<file path="src/rtl/instr_fetch.sv">
// Instruction fetch stage.
// Owns the program counter, reads a combinational ROM and buffers fetched words
// in a two-entry FIFO. Decode receives {instruction, pc} over a valid/ready
// handshake. A redirect from execute loads a new pc and discards everything
// already fetched. Fetching stops once the pc runs past the end of the ROM image.
module instr_fetch #(
  parameter int ADDR_W    = 20,
  parameter int DATA_W    = 20,
  parameter int MEM_DEPTH = 7,
  parameter int RESET_PC  = 0
) (
  input  logic              clk,
  input  logic              rst_n,
  output logic [ADDR_W-1:0] rom_addr,
  output logic              rom_read_en,
  output logic              rom_ce,
  input  logic [DATA_W-1:0] rom_data,
  input  logic              redirect_valid,
  input  logic [ADDR_W-1:0] redirect_pc,
  output logic              ir_valid,
  input  logic              ir_ready,
  output logic [DATA_W-1:0] ir_data,
  output logic [ADDR_W-1:0] ir_pc,
  output logic              fetch_done
);

  localparam logic [1:0] IDLE  = 2'd0;
  localparam logic [1:0] FETCH = 2'd1;
  localparam logic [1:0] DONE  = 2'd2;

  localparam logic [ADDR_W-1:0] MEM_END  = ADDR_W'(MEM_DEPTH);
  localparam logic [ADDR_W-1:0] START_PC = ADDR_W'(RESET_PC);

  logic [1:0]        state;
  logic [ADDR_W-1:0] pc;
  logic [ADDR_W-1:0] pc_next;

  // Two-entry FIFO: head points at the oldest entry, count is 0..2.
  logic [DATA_W-1:0] fifo_data [0:1];
  logic [ADDR_W-1:0] fifo_pc   [0:1];
  logic              head;
  logic              tail;
  logic [1:0]        count;

  logic              pop;
  logic              issue;
  logic              flush;

  // Handshake and fetch decisions. A pop frees a slot in the same cycle, so a
  // full FIFO can still accept a new word while decode drains it.
  always_comb begin
    pop     = 1'b0;
    issue   = 1'b0;
    flush   = 1'b0;
    pc_next = pc + ADDR_W'(1);
    tail    = head ^ count[0];
    pop     = (count != 2'd0) && ir_ready;
    flush   = redirect_valid && (state != IDLE);
    issue   = (state == FETCH) && ((count != 2'd2) || pop) && !redirect_valid;
  end

  // Program counter and fetch state machine; a redirect overrides normal fetch.
  always_ff @(posedge clk or negedge rst_n) begin
    if (!rst_n) begin
      state <= IDLE;
      pc    <= START_PC;
    end else begin
      case (state)
        IDLE: begin
          state <= (START_PC < MEM_END) ? FETCH : DONE;
        end
        FETCH, DONE: begin
          if (redirect_valid) begin
            pc    <= redirect_pc;
            state <= (redirect_pc < MEM_END) ? FETCH : DONE;
          end else if (issue) begin
            pc <= pc_next;
            if (pc_next >= MEM_END) begin
              state <= DONE;
            end
          end
        end
        default: begin
          state <= IDLE;
        end
      endcase
    end
  end

  // FIFO storage and occupancy; a flush empties it and drops any same-cycle pop.
  always_ff @(posedge clk or negedge rst_n) begin
    if (!rst_n) begin
      fifo_data[0] <= '0;
      fifo_data[1] <= '0;
      fifo_pc[0]   <= '0;
      fifo_pc[1]   <= '0;
      head         <= 1'b0;
      count        <= 2'd0;
    end else if (flush) begin
      head  <= 1'b0;
      count <= 2'd0;
    end else begin
      if (issue) begin
        fifo_data[tail] <= rom_data;
        fifo_pc[tail]   <= pc;
      end
      if (pop) begin
        head <= ~head;
      end
      case ({issue, pop})
        2'b10:   count <= count + 2'd1;
        2'b01:   count <= count - 2'd1;
        default: count <= count;
      endcase
    end
  end

  assign rom_addr    = pc;
  assign rom_ce      = issue;
  assign rom_read_en = issue;
  assign ir_valid    = (count != 2'd0);
  assign ir_data     = fifo_data[head];
  assign ir_pc       = fifo_pc[head];
  assign fetch_done  = (state == DONE);

endmodule

</file>
<file path="config.mk">
export PLATFORM = sky130hd
export DESIGN_NAME = instr_fetch
export DESIGN_NICKNAME = d
export VERILOG_FILES = /design/src/rtl/instr_fetch.sv
export SDC_FILE = /design/constraint.sdc
export NUM_CORES = 1
export LEC_CHECK = 0
export CAP_MARGIN = 20
export CORE_ASPECT_RATIO = 0.75
export CORE_MARGIN = 5
export CORE_UTILIZATION = 56
export DETAILED_ROUTE_END_ITERATION = 12
export PLACE_DENSITY = 0.95
export SYNTH_ARGS = -nofsm -noshare
export SYNTH_HDL_FRONTEND = slang
export SYNTH_SLANG_ARGS = --single-unit
</file>
<file path="constraint.sdc">
create_clock -name clk -period 4.5 [get_ports clk]
set_clock_uncertainty 0.15 [all_clocks]
set_input_delay 0.45 -clock clk [delete_from_list [all_inputs] [get_ports clk]]
set_output_delay 0.45 -clock clk [all_outputs]
set_load 0.01 [all_outputs]
</file>
==> metrics.md, run 1 <==
| Metric | Value |
|---|---|
| Sequential area share after synthesis | 47.0% |
| Synth top cells by count | sky130_fd_sc_hd__mux2_2, sky130_fd_sc_hd__dfrtp_1, sky130_fd_sc_hd__nor2_1 |
| Antenna Nets Post-Route | 0 |
| Status | completed |
| Worst-path clk slew | 0.07 ns |
| Min-delay worst type | input port to async pin |
| Cell type with the highest occurrence count on the critical path | sky130_fd_sc_hd__inv_1 |
| Bufs and invs on worst path | 3 |
| Global-route usage over all layers | 23.5% |
| Number of antenna cells inserted | 0 |
| Average via count per standard cell | 6.02 |
| Clk Latency, worst-skew pair | 0.35 ns |
| Reg area | 0.00263 mm2 |
| Shortest clock period the worst path allows after layout | 3.17 ns |
| Share of post-route cells with drive strength above 1 | 27.3% |
| Final period util | 70.4% |
| Root buffer cell | sky130_fd_sc_hd__clkbuf_16 |
| Cell count along the critical path | 10 |
| Async set-reset flop share out of synthesis | 100% |
| DRT Pass-1 Iters | 5 |
| Maximum buffer depth of the clock tree | 2 |
| Area of combinational cells with multiple inputs | 0.00274 mm2 |
| Highest clock frequency the design can meet | 316 MHz |
| H-tree depth | 3 |
| Total congestion overflow after global routing | 0 |
| Highest cell delay on the worst timing path | 0.46 ns |
| CTS sink count | 105 |
| Setup_tns | 0 ns |
| TritonCTS Buffers | 9 |
| Reg2Reg Launch Point | state[0]$_DFFE_PN0P_ |
| Post-Syn Nets | 543 |
| Area contributors post-synth | sky130_fd_sc_hd__dfrtp_1, sky130_fd_sc_hd__mux2_2, sky130_fd_sc_hd__o21ai_0 |
| Worst ir drop on vdd | 565 uV |
| Relative area change from synthesis to final layout | 24.5% |
| Cell type with the highest aggregate area in the netlist | sky130_fd_sc_hd__dfrtp_1 |
| Critical-path maximum fanout | 35 |
| Worst path cell trace | inv_1 > ha_1 > buf_4 > inv_1 > nor2_1 > o21ai_0 > a2111oi_0 > nor4b_2 > a22oi_2 > mux2_4 |
| Die height | 96.6 um |
| Total of max-cap violations | 0 |
| Final setup viols | 0 |
| Cell Area, Synth | 0.00560 mm2 |
| Via count of the routed design | 4300 |
| Largest delay share family, worst path | compound AO/OA/AOI/OAI gates |
| Die outline width | 125 um |
| Drt first-iter violations | 384 |
| Critical Path RT | 4.59 ns |
| CTS tree | yes |
| Hold violation total from the final report | 0 |
| Most common flop cell mapped by yosys | sky130_fd_sc_hd__dfrtp_1 |
| Die area | 0.0121 mm2 |
| Largest net degree at the start of global routing | 67 |
| Wire length reported by the detailed router | 14000 um |
| PnR Total Power | 5.07 mW |
| Crit path launch type | register |
| Post-cts resize count | 0 |
| Number of fill cells | 680 |
| Post-synth EDFFs | 0 |
| Max_slew headroom | 35.8% |
| Final Wtd Congestion | 0.970 |
| Initial standard-cell utilization of the core | 57.7% |
| Number of I/O port buffers | 107 |
| Distinct cell type count of the synthesized netlist | 61 |
| Crit path capture type | register |
| Number of antenna violations at the first check in global routing | 0 |
| Net count reported at finish | 627 |
| FF+latch count, synth | 105 |
| Critical path startpoint | state[0]$_DFFE_PN0P_ |
| Mapped Cells | 493 |
| I/O pin count | 108 |
| Setup repair after global routing missed its margin | false |
| Core Box Area | 0.00970 mm2 |
| Wire length of the first global-routing pass | 22500 um |
| Max-slew violation count | 0 |
| Final routed wire length divided by cell count | 19.7 um |
| Proportion of netlist area held by the largest area contributor | 47.0% |
| Slowest cell on crit path | sky130_fd_sc_hd__a2111oi_0 |
| Hold buffers post-CTS | 0 |
| Num rows | 31 |
| Synth warnings | 0 |
| Transition at the pin with the smallest max-transition slack | 0.962 ns |
| Power Density | 728 mW/mm2 |
| Vias in the first global route | 4339 |
| Mean instance size in the synthesized netlist | 11.3 um2 |
| Critical path arrival | 3.25 ns |
| DRC | 0 |
| DPL Wire Length | 9710 um |
| Setup bufs post-CTS | 0 |
| Type of the worst setup path | register to register |
| Number of cells traversed by the worst register-to-register path | 10 |
| Lkg Pwr | 2.86 nW |
| Count leader, synth | sky130_fd_sc_hd__mux2_2 |
per-stage QoR:
step           cells  hold WS [ns]  util, %  area (um2)  setup WS (ns)
2_1_floorplan    493       0.00441        -        5600           2.09
3_3_place_gp     698         0.312     68.7        6670           1.39
3_5_place_dp     698         0.318     68.7        6670           1.38
4_1_cts          714        0.0742     71.9        6970           1.35
5_1_grt          714         0.107     71.9        6970           1.20
6_report         714        0.0302     71.9        6970           1.33
kinds of logic after synthesis:
group,after synthesis,synth area share [%]
mux,124,25.0
simple gates,120,11.5
flops,105,47.0
compound gates,86,10.2
buf+inv,47,4.32
fa+ha+maj,6,1.34
xor+xnor,5,0.783
cell usage in the layout, fill, tap and decap left out, types with 4 or more instances in the layout:
cell type                         Yosys  layout
sky130_fd_sc_hd__mux2_2             117     117
sky130_fd_sc_hd__ha_1                 6       6
sky130_fd_sc_hd__o21ai_0             26      26
sky130_fd_sc_hd__nor3_1               4       4
sky130_fd_sc_hd__clkbuf_16            0       9
sky130_fd_sc_hd__nor4_1               5       5
sky130_fd_sc_hd__nor2_1              30      29
sky130_fd_sc_hd__nand3_1             11      11
sky130_fd_sc_hd__inv_1                7       7
sky130_fd_sc_hd__a21oi_1             19      19
sky130_fd_sc_hd__buf_4                3       6
sky130_fd_sc_hd__dfrtp_1            105     104
sky130_fd_sc_hd__clkdlybuf4s50_1      0     106
sky130_fd_sc_hd__nand2_1             29      29
sky130_fd_sc_hd__o31ai_1              5       5
sky130_fd_sc_hd__xnor2_1              4       4
sky130_fd_sc_hd__a22o_1              10      10
sky130_fd_sc_hd__nand4_1              9       9
sequential cells by signal (all words and copies together) (netlist names):
signal	cells
fifo_data	40
fifo_pc	40
count	2
rom_addr	20
state	2
head	1
per-layer routing:
layer | routed length [um] | GRT usage (%) | vias up
met2 | 6550 | 38.2 | 193
met4 | 168 | 7.04 | 0
li1 | - | - | 1960
met1 | 6160 | 31.5 | 2131
met5 | 0 | 0 | -
met3 | 1160 | 5.99 | 16
path summary, 6_finish.rpt:
kind,endpoint,slack [ns]
max,state[0]$_DFFE_PN0P_,1.33
min,fifo_pc[15]$_DFFE_PN0P_,0.03
max reg2reg,state[0]$_DFFE_PN0P_,1.33
min reg2reg,fifo_pc[13]$_DFFE_PN0P_,0.33
max in group asynchronous,fifo_pc[11]$_DFFE_PN0P_,3.17
min in group clk,fifo_pc[13]$_DFFE_PN0P_,0.33
report_power, final:
group | internal (mW) | switching, mW | total (mW)
registers | 1.39 | 0.493 | 1.89
logic | 1.38 | 1.01 | 2.39
clock network | 0.436 | 0.359 | 0.795
total | 3.21 | 1.86 | 5.07
layout make-up:
| class | instances | share of cell area, % |
|---|---|---|
| multi-input cells | 341 | 39.3 |
| flip-flops and latches | 105 | 37.7 |
| repair buffers | 112 | 15.9 |
| clock buffers | 9 | 3.23 |
| well taps | 132 | 2.37 |
| clock inverters | 7 | 1.11 |
| inverters | 8 | 0.431 |
Power figures use the tool's default switching activity.
==> inputs of run 2 (changes only) <==
--- a/config.mk
+++ b/config.mk
@@ -8,9 +8,9 @@
 export CAP_MARGIN = 20
 export CORE_ASPECT_RATIO = 0.75
 export CORE_MARGIN = 5
-export CORE_UTILIZATION = 56
+export CORE_UTILIZATION = 47
 export DETAILED_ROUTE_END_ITERATION = 12
-export PLACE_DENSITY = 0.95
+export PLACE_DENSITY = 0.86
 export SYNTH_ARGS = -nofsm -noshare
 export SYNTH_HDL_FRONTEND = slang
 export SYNTH_SLANG_ARGS = --single-unit
==> constraint.sdc (replaced) <==
create_clock -name clk -period 2.6 [get_ports clk]
set_clock_uncertainty 0.15 [all_clocks]
set_input_delay 0.26 -clock clk [delete_from_list [all_inputs] [get_ports clk]]
set_output_delay 0.26 -clock clk [all_outputs]
set_load 0.01 [all_outputs]
==> run 2 against run 1 <==
  * Clock power increased by 70%
  * Count of clock-buffer cells in the layout is 2 higher
  * Global-route usage decreased by 2.3 points
  * Cell area rose by 4.5%
  * Cell count up 8.4%
  * First-iteration DRC count down 39%
  * Sequential share of layout area is 1.6 points lower
  * Register-to-register slack got worse by 1.2 ns
  * Combinational power is 95% higher
  * Sequential cell count unchanged
  * Critical endpoint is now rom_read_en
==> metrics.md, run 2 (synthesized netlist as in run 1, its figures left out) <==
| Metric | Value |
|---|---|
| Status | completed |
| Max-slew violation count | 0 |
| CTS sink count | 105 |
| Final Wtd Congestion | 0.971 |
| Final setup viols | 0 |
| Critical-path maximum fanout | 4 |
| Final routed wire length divided by cell count | 18.9 um |
| Vias in the first global route | 4672 |
| Worst-path clk slew | 0.07 ns |
| H-tree depth | 3 |
| Core Box Area | 0.0116 mm2 |
| Setup bufs post-CTS | 0 |
| Power Density | 1240 mW/mm2 |
| Net count reported at finish | 658 |
| Area of combinational cells with multiple inputs | 0.00275 mm2 |
| Worst ir drop on vdd | 635 uV |
| Min-delay worst type | input port to async pin |
| Initial standard-cell utilization of the core | 48.2% |
| Total congestion overflow after global routing | 0 |
| Critical path arrival | 2.08 ns |
| Lkg Pwr | 3.04 nW |
| DRC | 0 |
| CTS tree | yes |
| DRT Pass-1 Iters | 5 |
| Commonest non-fill, non-tap cells in the layout | sky130_fd_sc_hd__mux2_2, sky130_fd_sc_hd__clkdlybuf4s50_1, sky130_fd_sc_hd__dfrtp_1 |
| Die height | 104 um |
| Die outline width | 136 um |
| Share of post-route cells with drive strength above 1 | 30.7% |
| Max_slew headroom | 66.6% |
| Highest clock frequency the design can meet | 402 MHz |
| Relative area change from synthesis to final layout | 30.1% |
| Reg area | 0.00263 mm2 |
| Hold violation total from the final report | 0 |
| Transition at the pin with the smallest max-transition slack | 0.497 ns |
| Number of fill cells | 910 |
| Maximum buffer depth of the clock tree | 2 |
| DPL Wire Length | 10900 um |
| Most common cell after layout, fill and taps aside | sky130_fd_sc_hd__mux2_2 |
| Setup repair after global routing missed its margin | true |
| Number of antenna violations at the first check in global routing | 0 |
| Global-route usage over all layers | 21.2% |
| Antenna Nets Post-Route | 0 |
| Drt first-iter violations | 235 |
| Num rows | 34 |
| Wire length of the first global-routing pass | 24100 um |
| Final period util | 95.6% |
| Largest net degree at the start of global routing | 38 |
| Crit path capture type | output pin |
| Average via count per standard cell | 5.72 |
| I/O pin count | 108 |
| Total of max-cap violations | 0 |
| Clk Latency, worst-skew pair | 0.34 ns |
| Die area | 0.0142 mm2 |
| Crit path launch type | register |
| Root buffer cell | sky130_fd_sc_hd__clkbuf_16 |
| Number of I/O port buffers | 107 |
| Wire length reported by the detailed router | 14700 um |
| Number of antenna cells inserted | 0 |
| Shortest clock period the worst path allows after layout | 2.49 ns |
| Area of all placed cells without fillers | 0.00728 mm2 |
| Placed inst area | 0.00697 mm2 |
| TritonCTS Buffers | 9 |
| Type of the worst setup path | register to output pin |
| Critical Path RT | 2.19 ns |
| Layout Utilization | 62.7% |
| Via count of the routed design | 4431 |
run 2: changes by cell type in the layout (fill, tap and decap cells not counted), sizes merged:
cell,previous run,this run
clkinvlp,3,0
buf,6,36
dlygate4sd3,0,1
clkinv,2,3
clkbuf,9,11
inv,9,8
run 2: worst paths after layout:
check	end	cells past startpoint	startpoint	slack, ns
worst max-delay path	rom_read_en	6	state[1]$_DFFE_PN0P_	0.11
min in group clk	fifo_pc[14]$_DFFE_PN0P_	1	fifo_pc[14]$_DFFE_PN0P_	0.33
worst min-delay path	fifo_pc[6]$_DFFE_PN0P_	2	rst_n	0.22
worst min register to register	fifo_pc[14]$_DFFE_PN0P_	1	fifo_pc[14]$_DFFE_PN0P_	0.33
max in group asynchronous	rom_addr[17]$_DFFE_PN0P_	3	rst_n	1.45
worst max register to register	state[0]$_DFFE_PN0P_	7	rom_addr[3]$_DFFE_PN0P_	0.12
run 2: repair_timing:
item / in CTS / in global routing
hold endpoints to repair: 22 / 0
hold buffers: 1 / 0
resized for setup: 0 / 3
endpoints found under the setup margin: 0 / 3
run 2: critical path: stages (launching register included):
cell and delay (ns):
sky130_fd_sc_hd__dfrtp_1 0.40, sky130_fd_sc_hd__inv_1 0.11, sky130_fd_sc_hd__ha_1 0.23, sky130_fd_sc_hd__o21a_1 0.21, sky130_fd_sc_hd__nand2_2 0.13, sky130_fd_sc_hd__inv_1 0.12, sky130_fd_sc_hd__clkdlybuf4s50_1 0.54
run 2: layer usage:
metal / track usage [%] / wire length [um] / share of wire (%) / vias to the layer above
met1: 29.5 / 6500 / 44 / 2230
met4: 5.11 / 183 / 1.2 / 0
met3: 5.56 / 1050 / 7.1 / 17
met5: 0 / 0 / 0 / -
li1: - / - / - / 2025
met2: 33.1 / 6930 / 47 / 159
run 2: final cells by class:
class	count	share of cell area [%]
flip-flops and latches	105	36.1
inverters	8	0.412
clock buffers	11	3.33
repair buffers	143	18.9
well taps	162	2.78
clock inverters	4	0.722
multi-input cells	341	37.7
run 2: report_power, final:
group	leakage, nW	total (mW)	internal [mW]	switching [mW]
registers	1.29	3.00	2.42	0.582
clock network	0.146	1.35	0.772	0.580
logic	1.60	4.67	2.61	2.06
total	3.04	9.02	5.80	3.22
run 2: stage by stage:
stage / setup TNS (ns) / hold WS [ns] / setup WS (ns) / total power, mW / instances
floorplan: 0 / -0.186 / 0.192 / 5.53 / 493
global placement: 0 / 0.0442 / 0.183 / 7.47 / 758
detailed placement: 0 / 0.0436 / 0.130 / 7.68 / 758
CTS: 0 / 0.213 / 0.0358 / 9.08 / 774
global route: -0.0563 / 0.250 / -0.0563 / 9.61 / 774
finish: 0 / 0.215 / 0.114 / 9.02 / 774
